### src/rtl/fsm_cnt_pkg.sv
// Shared definitions for the counter scheduler: state encoding, widths, mode lookup.
package fsm_cnt_pkg;

   localparam int unsigned NReq   = 4;
   localparam int unsigned ModeW  = 2;
   localparam int unsigned IdxW   = 2;
   localparam int unsigned BurstW = 8;

   typedef enum logic [1:0] {
      StIdle   = 2'd0,
      StLoad   = 2'd1,
      StRun    = 2'd2,
      StFinish = 2'd3
   } state_e;

   // Extract one requester's mode field from the packed mode bus.
   function automatic logic [ModeW-1:0] mode_of(input logic [NReq*ModeW-1:0] modes,
                                                input logic [IdxW-1:0]        idx);
      return modes[idx*ModeW +: ModeW];
   endfunction

endpackage

### src/rtl/rr_pick.sv
// Combinational round-robin picker: search starts one past the last winner and wraps.
module rr_pick import fsm_cnt_pkg::*; #(
   parameter int unsigned NREQ = NReq
) (
   input  logic [NREQ-1:0] req,
   input  logic [IdxW-1:0] last,
   output logic [NREQ-1:0] onehot,
   output logic [IdxW-1:0] idx,
   output logic            valid
);

   logic [IdxW-1:0] cand;

   // First requesting index in the order last+1, last+2, ..., last (modulo NREQ).
   always_comb begin
      onehot = '0;
      idx    = '0;
      valid  = 1'b0;
      cand   = '0;
      for (int unsigned k = 1; k <= NREQ; k++) begin
         cand = last + IdxW'(k);
         if (!valid && req[cand]) begin
            valid        = 1'b1;
            idx          = cand;
            onehot[cand] = 1'b1;
         end
      end
   end

endmodule

### src/rtl/fsm_cnt_scheduler.sv
// Round-robin scheduler sharing one external counter FSM among four requesters.
// Each grant loads the winner's mode, enables the counter for BURST cycles (or
// until the winner drops its request) and returns the resulting count.
module fsm_cnt_scheduler import fsm_cnt_pkg::*; #(
   parameter int unsigned NREQ  = NReq,
   parameter int unsigned BURST = 4
) (
   input  logic                  Clk,
   input  logic                  Rst,
   input  logic [NREQ-1:0]       Req,
   input  logic [NREQ*ModeW-1:0] Mode,
   input  logic [ModeW-1:0]      Cuenta,
   output logic [ModeW-1:0]      X,
   output logic                  En,
   output logic [NREQ-1:0]       Gnt,
   output logic                  Done,
   output logic                  Abort,
   output logic [ModeW-1:0]      Result
);

   localparam logic [BurstW-1:0] BurstInit = BurstW'(BURST);
   localparam logic [IdxW-1:0]   LastInit  = IdxW'(NREQ - 1);

   state_e              state_q, state_d;
   logic [ModeW-1:0]    x_q, x_d;
   logic [NREQ-1:0]     gnt_q, gnt_d;
   logic [IdxW-1:0]     win_q, win_d;
   logic [IdxW-1:0]     last_q, last_d;
   logic [BurstW-1:0]   burst_q, burst_d;
   logic                abort_q, abort_d;
   logic [ModeW-1:0]    result_q, result_d;

   logic [NREQ-1:0]     pick_onehot;
   logic [IdxW-1:0]     pick_idx;
   logic                pick_valid;

   rr_pick #(
      .NREQ (NREQ)
   ) u_pick (
      .req    (Req),
      .last   (last_q),
      .onehot (pick_onehot),
      .idx    (pick_idx),
      .valid  (pick_valid)
   );

   // State and datapath registers with synchronous reset.
   always_ff @(posedge Clk) begin
      if (Rst) begin
         state_q  <= StIdle;
         x_q      <= '0;
         gnt_q    <= '0;
         win_q    <= '0;
         last_q   <= LastInit;
         burst_q  <= '0;
         abort_q  <= 1'b0;
         result_q <= '0;
      end else begin
         state_q  <= state_d;
         x_q      <= x_d;
         gnt_q    <= gnt_d;
         win_q    <= win_d;
         last_q   <= last_d;
         burst_q  <= burst_d;
         abort_q  <= abort_d;
         result_q <= result_d;
      end
   end

   // Next-state and datapath updates; everything holds unless a state says otherwise.
   always_comb begin
      state_d  = state_q;
      x_d      = x_q;
      gnt_d    = gnt_q;
      win_d    = win_q;
      last_d   = last_q;
      burst_d  = burst_q;
      abort_d  = abort_q;
      result_d = result_q;

      unique case (state_q)
         StIdle: begin
            if (pick_valid) begin
               gnt_d   = pick_onehot;
               win_d   = pick_idx;
               x_d     = mode_of(Mode, pick_idx);
               abort_d = 1'b0;
               state_d = StLoad;
            end
         end
         StLoad: begin
            // Counter sees the new mode for one cycle before it is enabled.
            burst_d = BurstInit;
            state_d = StRun;
         end
         StRun: begin
            burst_d = burst_q - 1'b1;
            if (!Req[win_q]) begin
               abort_d = 1'b1;
               state_d = StFinish;
            end else if (burst_q == BurstW'(1)) begin
               state_d = StFinish;
            end
         end
         StFinish: begin
            // Counter has absorbed its last enabled edge; freeze its value.
            result_d = Cuenta;
            last_d   = win_q;
            gnt_d    = '0;
            state_d  = StIdle;
         end
         default: state_d = StIdle;
      endcase
   end

   // Moore outputs; Result follows the live count during the done cycle so it is
   // valid alongside Done, then holds the captured value.
   always_comb begin
      X      = x_q;
      Gnt    = gnt_q;
      En     = (state_q == StRun);
      Done   = (state_q == StFinish);
      Abort  = (state_q == StFinish) && abort_q;
      Result = (state_q == StFinish) ? Cuenta : result_q;
   end

endmodule

### config.mk
export PLATFORM = sky130hd
export DESIGN_NAME = fsm_cnt_scheduler
export DESIGN_NICKNAME = d
export VERILOG_FILES = /design/src/rtl/fsm_cnt_pkg.sv /design/src/rtl/rr_pick.sv /design/src/rtl/fsm_cnt_scheduler.sv
export SDC_FILE = /design/constraint.sdc
export NUM_CORES = 1
export LEC_CHECK = 0
export ABC_AREA = 1
export ABC_CLOCK_PERIOD_IN_PS = 3600
export BUFFER_PORTS_ARGS = -buffer_cell sky130_fd_sc_hd__buf_2
export CAP_MARGIN = 30
export CORE_UTILIZATION = 40
export CTS_BUF_LIST = sky130_fd_sc_hd__clkbuf_16
export DETAILED_ROUTE_END_ITERATION = 16
export GPL_ROUTABILITY_DRIVEN = 0
export GPL_TIMING_DRIVEN = 0
export SYNTH_ARGS = -nofsm -noshare
export SYNTH_HDL_FRONTEND = slang
export SYNTH_SLANG_ARGS = --single-unit
### constraint.sdc
create_clock -name Clk -period 3.6 [get_ports Clk]
set_input_delay 0.54 -clock Clk [delete_from_list [all_inputs] [get_ports Clk]]
set_output_delay 0.54 -clock Clk [all_outputs]
set_load 0.02 [all_outputs]
Yosys cells after proc, flatten, opt, wreduce, memory -nomap -nowiden:

Cells that the tools add are included.

* shifts and indexed selects: 1
* add/sub/neg operators: 4
* bitwise operators: 3
* equal/unequal tests: 7
* mux-type cells: 41
* reductions and logical operators: 19
* $lt $le $gt $ge: 9

Operators by type and width (count)
* 4-bit two-way mux: 5
* 2-bit two-way mux: 8
* 8-bit one-hot mux with 2 select lines: 1
* 2-bit by 3-bit < comparator with 1-bit output (second input constant): 5
* 1-bit two-way mux: 15
* 4-bit bitwise OR: 3
* 1-bit binary-select mux with 2-bit select: 5
* 1-bit demux with 2-bit select: 4
* 8-bit by 1-bit equality test with 1-bit output (second input constant): 1
* 2-bit by 1-bit greater-or-equal comparator with 1-bit output (second input constant): 4
* 1-bit logical AND: 8
* 2-bit one-hot mux with 4 select lines: 1
* 4-bit one-hot mux with 2 select lines: 1
* 8-bit by 4-bit variable part select with 2-bit output: 1
* 8-bit by 1-bit subtractor with 8-bit output (second input constant): 1
* 2-bit AND reduction: 3
* 2-bit nonzero test: 3
* 2-bit adder (second input constant): 2
* 2-bit equality test (second input constant): 2
* 2-bit inequality test (second input constant): 2
* 1-bit zero test: 3
* 3-bit by 2-bit inequality test with 1-bit output (second input constant): 1
* 3-bit AND reduction: 1
* 2-bit by 1-bit adder with 2-bit output (second input constant): 1
* 3 further kinds: 3

* input port bits: 16
* register bits: 23
* output and inout port bits: 11
* logic and storage cells: 92

Depth between registers and ports, before layout:

* word-level depth: 15
* mapped depth: 15
* mapped depth without buffers: 14

Modules after synthesis:

Synthesis repeated with hierarchy kept, for this count alone.

* cell total of the unflattened synthesis: 251
* area, all modules: 1701.6 sq um

Modules (own cells, without submodules)
* fsm_cnt_scheduler: instances 1, cells an instance 170, area an instance 1166.1 sq um
* rr_pick: instances 1, cells an instance 81, area an instance 535.5 sq um

Worst setup path before layout:

No wires, ideal clock.

* path kind: register to register
* start: register last_q[1]
* end: register x_q[0], in the netlist X[0]
* cell stages (with the launch flop): 14
* path buffers: 0
* setup slack: 1.553 ns
* library setup time: 0.109 ns
* clock period less this slack: 2.047 ns
* data arrival time: 1.938 ns
* cells stage by stage: dfxtp_1 -> inv_1 -> ha_1 -> inv_1 -> nand3_2 -> nand2_4 -> nor2_8 -> nand3_2 -> nand3_2 -> nand2_1 -> nand3_1 -> nand3_1 -> nand2_1 -> inv_1

* cells in the longest elaborated chain, start to end: 14

RTL lines
* start: declaration: RTL line fsm_cnt_scheduler.sv:28 `logic [IdxW-1:0] last_q, last_d;`
* start signal: assignment: RTL line fsm_cnt_scheduler.sv:54 `last_q <= LastInit;`
* start signal: assignment: RTL line fsm_cnt_scheduler.sv:63 `last_q <= last_d;`
* 2-bit by 1-bit adder with 2-bit output: RTL line rr_pick.sv:21 `cand = last + IdxW'(k);`
* 1-bit binary-select mux with 2-bit select: RTL line rr_pick.sv:22 `if (!valid && req[cand]) begin`
* 1-bit two-way mux (implied by the code): RTL line rr_pick.sv:22
* 1-bit two-way mux: RTL line rr_pick.sv:22
* 1-bit zero test: RTL line rr_pick.sv:22
* 1-bit logical AND: RTL line rr_pick.sv:22
* 1-bit two-way mux: RTL line rr_pick.sv:22
* 1-bit zero test: RTL line rr_pick.sv:22
* 1-bit logical AND: RTL line rr_pick.sv:22
* 1-bit two-way mux: RTL line rr_pick.sv:22
* 1-bit zero test: RTL line rr_pick.sv:22
* 1-bit logical AND: RTL line rr_pick.sv:22
* 2-bit two-way mux or 1-bit two-way mux (tied branches): RTL line rr_pick.sv:22
* 8-bit by 4-bit variable part select with 2-bit output or 2-bit AND reduction (tied branches)
* end signal: assignment: RTL line fsm_cnt_scheduler.sv:51 `x_q <= '0;`
* end signal: assignment: RTL line fsm_cnt_scheduler.sv:60 `x_q <= x_d;`
* end: declaration: RTL line fsm_cnt_scheduler.sv:25 `logic [ModeW-1:0] x_q, x_d;`

Parallel ways exist; a longest one is shown, timed or not. The select of a mux whose other input is x is not followed.
A chain may end at the register's enable or synchronous reset.

Worst setup path in the final report:

* start: register last_q[1]
* end: register x_q[1], in the netlist X[1]

Same word-level chain as after synthesis.

==> flow_summary.json <==
{
  "finalWirelength_um": 3733,
  "diodes": 0,
  "synth_common_cells": "nand2_1, inv_1, nand3_1",
  "grt_pass1_vias": 1457,
  "regArea_um2": 460.4,
  "async_flop_share_pct": 0,
  "clock_latency_ps": 250,
  "end_kind": "flip-flop",
  "post_cts_buffers": 0,
  "dp_slack_ps": 1122,
  "drc": 0,
  "syn-num-nets": 282,
  "netlist_area_um2": 1713,
  "rsz0062_at_grt": "false",
  "cts_max_path_buffers": 2,
  "core_um2": 4058,
  "nFillCells": 415,
  "num_rows": 23,
  "die_area_um2": 4548,
  "htreeDepth": 1,
  "ys_seq_elements": 23,
  "worst_setup_path_start_kind": "flip-flop",
  "dp_hpwl_um": 2925,
  "ys_warn_count": 0,
  "finalCritPeriodShare_pct": 69.43,
  "ctsResizeCount": 0,
  "vias": 1617,
  "critPathMaxFanout": 9,
  "drt_iter0_markers": 70,
  "grt_pass1_wl_um": 6306,
  "cts_sinks": 23,
  "final.min_clock_period_ps": 2499,
  "hold_viol": 0,
  "holdCritPathClass": "flip-flop to flip-flop",
  "power_leakage_nw": 1.014,
  "cp.arrival_ps": 2650,
  "numCtsBuffers": 3,
  "synth_area_leaders": "dfxtp_1, nand2_1, ha_1, nand3_1, inv_1",
  "multi_input_area_um2": 1086,
  "p_per_area_nw_per_um2": 775.1,
  "area_growth_pct": 15.85,
  "synth_edf_count": 0,
  "die_w_um": 67.44,
  "path_clk_slew_ps": 60,
  "antenna_found_initial": 0,
  "root_buffer": "clkbuf_16",
  "synth_most_common_cell": "nand2_1",
  "synth_cells": 252,
  "worst-setup-path-type": "flip-flop to flip-flop",
  "gr-usage-all-layers_pct": 18.37,
  "portBuffers": 26,
  "setup-tns-final_ps": 0,
  "setup_viol": 0,
  "dr.pass1.iters": 4,
  "synth-seq-area-share_pct": 26.88,
  "grt_max_degree": 14,
  "fin_skew_ps": 4.401,
  "fin_hold_ws_ps": 465.7,
  "worstPathRequired_ps": 3750,
  "wl_per_cell_um": 11.24,
  "fin_ws_ps": 1101,
  "fmax_ghz": 0.4001,
  "synth_top_area_share_pct": 26.88,
  "drv_slew": 0,
  "cts_tree": "built",
  "peakVddDrop_v": 0.0003677,
  "drive_gt1_share_pct": 20.21,
  "yosysTopAreaCell": "dfxtp_1",
  "worst_slew_pin_slew_ps": 530.7,
  "ioPinCount": 27,
  "drtAntennaViolNets": 0,
  "avgSynthCellArea_um2": 6.797,
  "dominantRegCellSynth": "dfxtp_1",
  "viasPerCell": 4.870,
  "grt-ovfl-total": 0,
  "ys_types": 34,
  "ctsHoldBuffers": 0,
  "cap_viol_max_count": 0,
  "outcome": "finished, final reports clean",
  "nets": 313,
  "max_slew_margin_pct": 64.62,
  "die_h_um": 67.44,
  "start_util_pct": 42.21
}
==> report_power, final <==
group / total, mW / switching (mW) / internal [mW]
Clock: 0.234 / 0.0860 / 0.148
Sequential: 0.413 / 0.0697 / 0.343
Combinational: 0.891 / 0.577 / 0.314
Total: 1.54 / 0.733 / 0.805
==> metal layers <==
layer / global-route usage (%) / part of all wire [%] / vias up
li1: - / - / 885
met1: 23.50 / 50 / 703
met2: 31.25 / 45 / 27
met3: 4.054 / 3.5 / 2
met4: 3.989 / 0.64 / 0
met5: 0 / 0 / -
==> flip-flops by register name, indices dropped and copies added, names as in the netlist <==
signal and cells:
burst_q 8, Gnt 4, X 2, last_q 2, result_q 2, state_q 2, win_q 2, abort_q 1
==> stage by stage <==
step | std cells | power, mW | area, um2 | util (%)
2_1_floorplan | 252 | 1.117 | 1713 | -
3_3_place_gp | 328 | 1.306 | 1906 | 46.96
3_5_place_dp | 328 | 1.308 | 1906 | 46.96
4_1_cts | 332 | 1.549 | 1984 | 48.91
5_1_grt | 332 | 1.708 | 1984 | 48.91
6_report | 332 | 1.538 | 1984 | 48.91
==> cell families (layout without fill, tap and decap cells) <==
family | Yosys count | in the layout | synth area share (%)
AOI/OAI and AO/OA | 36 | 36 | 12.27
buffers and inverters | 40 | 70 | 9.715
adders and majority gates | 14 | 14 | 10.23
xor gates and xnor gates | 1 | 1 | 0.5114
DFF | 23 | 23 | 26.88
and+or+nand+nor | 138 | 138 | 40.39
==> cell type report <==
| class | instances | share of cell area (%) |
|---|---|---|
| plain buffers | 4 | 1.513 |
| inverters | 36 | 6.873 |
| clock inverters | 1 | 0.1892 |
| well taps | 50 | 3.153 |
| multi-input cells | 189 | 54.73 |
| flip-flops and latches | 23 | 23.20 |
| repair buffers | 26 | 6.557 |
| clock buffers | 3 | 3.783 |
==> critical path, stage by stage, from the launching register on <==
cell and delay (ps):
dfxtp_1 510, inv_1 230, ha_1 470, inv_1 130, nand3_1 100, nand2_1 180
a21oi_1 240, nand2_1 110, nand2_2 110, nand3_1 70, nand3_1 90, nand3_1 70
nand2_1 70, inv_1 30
==> cell usage in the layout, fill, tap and decap left out, types with 3 or more instances in the layout <==
cell type and instances:
a21oi_1 17, dfxtp_1 23, nand4_1 3, nand2_2 7, clkbuf_16 3, o21ai_0 7
nand2_1 61, ha_1 14, buf_2 26, nand3_1 30, nor3_1 6, nand3_2 6
inv_1 34, nor2_1 15
==> path summary, 6_finish.rpt <==
check | slack (ps) | start | endpoint | cells past startpoint
worst max register to register | 1100 | last_q[1] | X[1] | 13
worst min register to register | 470 | Gnt[3] | Gnt[3] | 2
worst max-delay path | 1100 | last_q[1] | X[1] | 13
worst min-delay path | 470 | Gnt[3] | Gnt[3] | 2
(Power assumes the default switching activity.)
